`src/rtl/mul_pipe.sv`:
```
// mul_pipe: two-stage pipelined wrapper around the combinational multiplier `mul`
// in the EX->MEM path. S1 registers operands and drives the multiplier; S2
// captures the selected 32-bit result word for mul.w / mulh.w / mulh.wu.
// Optional build macro: MUL_PIPE_REG_READY_EN (in_ready without a
// combinational path from out_ready).
module mul_pipe (
    input  logic        clk,
    input  logic        reset,
    input  logic        flush,
    input  logic        in_valid,
    output logic        in_ready,
    input  logic [1:0]  in_op,
    input  logic [31:0] in_src1,
    input  logic [31:0] in_src2,
    input  logic [4:0]  in_dest,
    output logic [31:0] mul_a,
    output logic [31:0] mul_b,
    output logic        mul_signed,
    output logic        mul_resetn,
    input  logic [63:0] mul_result,
    output logic        out_valid,
    input  logic        out_ready,
    output logic [31:0] out_result,
    output logic [4:0]  out_dest
);

    localparam logic [1:0] OP_MUL_W   = 2'b00;
    localparam logic [1:0] OP_MULH_W  = 2'b01;
    localparam logic [1:0] OP_MULH_WU = 2'b10;

    logic        s1_v;
    logic [1:0]  s1_op;
    logic [31:0] s1_a;
    logic [31:0] s1_b;
    logic [4:0]  s1_dest;

    logic        s2_v;
    logic [4:0]  s2_dest;
    logic [31:0] s2_res;

    logic        s2_free;
    logic        s1_adv;
    logic        in_fire;
    logic [31:0] sel_res;

    assign s2_free = ~s2_v | out_ready;
    assign s1_adv  = s1_v & s2_free;

`ifdef MUL_PIPE_REG_READY_EN
    // Ready depends only on stage occupancy; a full pipe costs one bubble.
    assign in_ready = ~flush & ~reset & ~(s1_v & s2_v);
`else
    // Ready looks through out_ready so a draining pipe keeps 1 op/cycle.
    assign in_ready = ~flush & ~reset & (~s1_v | s2_free);
`endif

    assign in_fire = in_valid & in_ready;

    assign mul_a      = s1_a;
    assign mul_b      = s1_b;
    assign mul_signed = (s1_op == OP_MULH_W);
    assign mul_resetn = ~reset;

    assign out_valid  = s2_v;
    assign out_result = s2_res;
    assign out_dest   = s2_dest;

    // Pick the architectural word out of the 64-bit product for the op in S1.
    always_comb begin
        sel_res = 32'h0;
        case (s1_op)
            OP_MUL_W:   sel_res = mul_result[31:0];
            OP_MULH_W:  sel_res = mul_result[63:32];
            OP_MULH_WU: sel_res = mul_result[63:32];
            default:    sel_res = 32'h0;
        endcase
    end

    // Operand stage: load on input transfer, empty when it advances unrefilled.
    always_ff @(posedge clk) begin
        if (reset) begin
            s1_v    <= 1'b0;
            s1_op   <= 2'b00;
            s1_a    <= 32'h0;
            s1_b    <= 32'h0;
            s1_dest <= 5'h0;
        end else if (flush) begin
            s1_v <= 1'b0;
        end else if (in_fire) begin
            s1_v    <= 1'b1;
            s1_op   <= in_op;
            s1_a    <= in_src1;
            s1_b    <= in_src2;
            s1_dest <= in_dest;
        end else if (s1_adv) begin
            s1_v <= 1'b0;
        end
    end

    // Result stage: capture on S1 advance, hold while MEM stalls, empty on consume.
    always_ff @(posedge clk) begin
        if (reset) begin
            s2_v    <= 1'b0;
            s2_dest <= 5'h0;
            s2_res  <= 32'h0;
        end else if (flush) begin
            s2_v <= 1'b0;
        end else if (s1_adv) begin
            s2_v    <= 1'b1;
            s2_dest <= s1_dest;
            s2_res  <= sel_res;
        end else if (out_ready) begin
            s2_v <= 1'b0;
        end
    end

endmodule

```
`config.mk`:
```
export PLATFORM = sky130hd
export DESIGN_NAME = mul_pipe
export DESIGN_NICKNAME = d
export VERILOG_FILES = /design/src/rtl/mul_pipe.sv
export SDC_FILE = /design/constraint.sdc
export NUM_CORES = 1
export LEC_CHECK = 0
export CAP_MARGIN = 20
export CORE_ASPECT_RATIO = 0.9
export CORE_MARGIN = 4
export CORE_UTILIZATION = 35
export CTS_CLUSTER_SIZE = 20
export DETAILED_ROUTE_END_ITERATION = 10
export GPL_TIMING_DRIVEN = 1
export PLACE_DENSITY_LB_ADDON = 0.08
export SLEW_MARGIN = 30
export SYNTH_ARGS = -nofsm -noshare
export SYNTH_HDL_FRONTEND = slang
export SYNTH_SLANG_ARGS = --single-unit
```
`constraint.sdc`:
```
create_clock -name clk -period 1.2 [get_ports clk]
set_input_delay 0.24 -clock clk [delete_from_list [all_inputs] [get_ports clk]]
set_output_delay 0.24 -clock clk [all_outputs]
set_load 0.03 [all_outputs]
```
==> qor.yml <==
status: "finished with violations"
violations: "negative setup slack"
first_pass_iters: 5
worst_slew_margin_rel_pct: 64.33
ctsHoldBuffers: 0
track_usage_pct: 23.27
dp_cells: 869
via_count: 5078
drive_above_1_share_pct: 44.61
synth_edf_count: 0
fin_area_sq_um: 9040
numClockSinks: 110
setup_ws_ps: -299.5
design.core.area_sq_um: 12740
worstPathRequired_ps: 960
dpl_cell_area_sq_um: 7109
cp_max_fo: 2
die_x_um: 128.5
crit_arrival_ps: 1260
h-tree-depth: 3
grt_antenna_before_repair: 0
via_per_inst: 5.605
r2r_end: "mul_a[27]"
synth_ff_type: "dfxtp_1"
num_io_pins: 245
fin_crit_sh_pct: 125.0
antenna_cells: 0
worst-r2r-cell-count: 7
grt_pass1_wl_mm: 27.63
synth_most_common_cell: "dfxtp_1"
hold_depth: 3
finalMaxSlewViolations: 0
worstHoldStart: "in_src1[13]"
drt_iter0_drc: 273
synth_seq_cells: 110
die_y_um: 116.5
drc: 0
syn_inst: 481
start_util_pct: 35.94
grt-ovfl-total: 0
cts_root_buf: "clkbuf_16"
setup-violations-final: 107
layout_min_cycle_time_ps: 1499
route.antenna.remaining_nets: 0
drv_cap: 0
routed_wl_mm: 19.28
clockBufferDepth: 2
numCtsBuffers: 9
yosysSeqAreaShare_pct: 48.11
fp-row-count: 39
nNetsFinal: 881
io_buffers: 244
endpoint_kind: "output pin"
worstSetupStartpointType: "flip-flop"
async_flop_share_pct: 0
r2r_slack_ps: -210
vdd_drop_max_mv: 0.7203
grt_start_max_net_pins: 47
avgSynthCellArea_sq_um: 9.515
instances_no_fill: 906
synth.cell_area_sq_um: 4577
yosys.area.top_type: "dfxtp_1"
ys_warn_count: 0
synth_top_area_share_pct: 48.11
fmax_mhz: 666.9
syn-num-nets: 624
hold_path.class: "primary input to flip-flop"
finalHoldViolations: 0
p_per_area_nw_per_um2: 966.7
whs_endpoint: "mul_a[13]"
worstSetupPathType: "flip-flop to output pin"
synth_commonest_cells: "dfxtp_1 (110), nand3_1 (76), nand2_1 (71), o311ai_1 (69)"
clk_pin_slew_ps: 70
skew_ps: 6.780
tightestPinTransition_ps: 535.0
areaGrowthSynthToFinish_pct: 97.51
dieArea_sq_um: 14970
place.gp.congestion: 0.7800
dp.final_hpwl_mm: 11.28
leakage_nw: 3.592
cts_tree: "built"
grt_pass1_vias: 5079
wl_per_cell_um: 21.28
clock_latency_ps: 350
r2r-start: "out_valid"
ys_types: 30
synth_area_leaders: "dfxtp_1 (48%), o311ai_1 (13%), nand3_1 (8.3%)"
rsz0062_at_grt: "true"
[how the worst max path moves through the flow]
stage,start,end,slack [ps],cells after the start
global placement,out_ready,mul_a[13],-540,5
floorplan,out_valid,in_ready,-190,4
CTS,out_valid,in_ready,-300,3
detailed placement,out_ready,mul_b[1],-560,5
global route,out_valid,in_ready,-340,3
finish,out_valid,in_ready,-300,3
[worst max-delay path, stage by stage, from the launching register on]
cell and delay (ps):
dfxtp_4 340, and3b_2 220, nor3_4 200, buf_6 160
[state kept, by name (all words and copies together), names as in the netlist]
register	flops
s1_dest	5
out_result	32
out_dest	5
mul_a	32
s1_op	2
mul_b	32
out_valid	1
s1_v	1
[routing by layer]
layer	part of all wire [%]	GRT usage, %	vias up
li1	-	-	2362
met1	41	30.49	2479
met2	50	39.15	207
met3	6.9	4.801	30
met4	2.0	6.648	0
met5	0	0	-
[timing repair]
item,4_1_cts,5_1_grt
setup buffers,9,3
pin swaps,4,17
cloned,6,4
setup endpoints to repair,107,107
gates resized for setup,97,114
[layout by cell type (no fill, tap or decap), types with 2 or more instances in the layout]
cell,Yosys,routed
buf_16,0,5
nand3_2,0,18
o2bb2ai_4,0,20
buf_4,6,126
a22oi_2,0,18
a22oi_1,32,14
o311ai_4,0,11
dfxtp_2,0,6
o21ai_2,0,5
buf_6,15,14
nand2_1,71,71
o311ai_2,0,46
clkbuf_16,0,11
nand3_1,76,58
clkdlybuf4s50_1,0,135
o2bb2ai_2,0,12
clkbuf_1,32,3
dlygate4sd2_1,0,3
bufbuf_16,0,2
ha_4,0,3
clkbuf_8,0,2
dfxtp_1,110,103
o311ai_1,69,14
a21oi_1,5,4
buf_12,0,16
[power by group]
group          internal [mW]  switching, mW
sequential              3.80          0.124
combinational          0.981           1.03
clock                   1.51           1.30
total                   6.29           2.45
[logic make-up (layout without fill, tap and decap cells)]
kind of cell	Yosys count	in the layout	synth area share (%)
AOI/OAI and AO/OA	148	148	26.74
and+or+nand+nor	157	157	16.07
buffers and inverters	63	324	8.256
adders and majority gates	3	3	0.8202
DFF	110	110	48.11
[metrics by stage]
step	utilization, %	power (mW)	hold WS [ps]	TNS (ps)	worst slack (ps)
after global routing	70.98	9.045	437.9	-21540	-339.9
after floorplan	-	4.671	363.0	-646.0	-189.8
final	70.98	8.739	436.0	-15630	-299.5
after CTS	64.31	8.571	421.5	-15060	-303.8
after global placement	55.82	5.548	445.6	-45840	-543.9
after detailed placement	55.82	5.572	451.3	-48650	-558.6
[final cells by class]
class | count | area (sq um)
clock buffer | 14 | 264.0
timing repair buffer | 305 | 3074
multi-input combinational | 308 | 3253
tap | 164 | 205.2
fill | 945 | 3696
clock inverter | 1 | 5.005
inverter | 4 | 25.02
sequential | 110 | 2213
No activity file was read; power rests on OpenSTA's default activity.
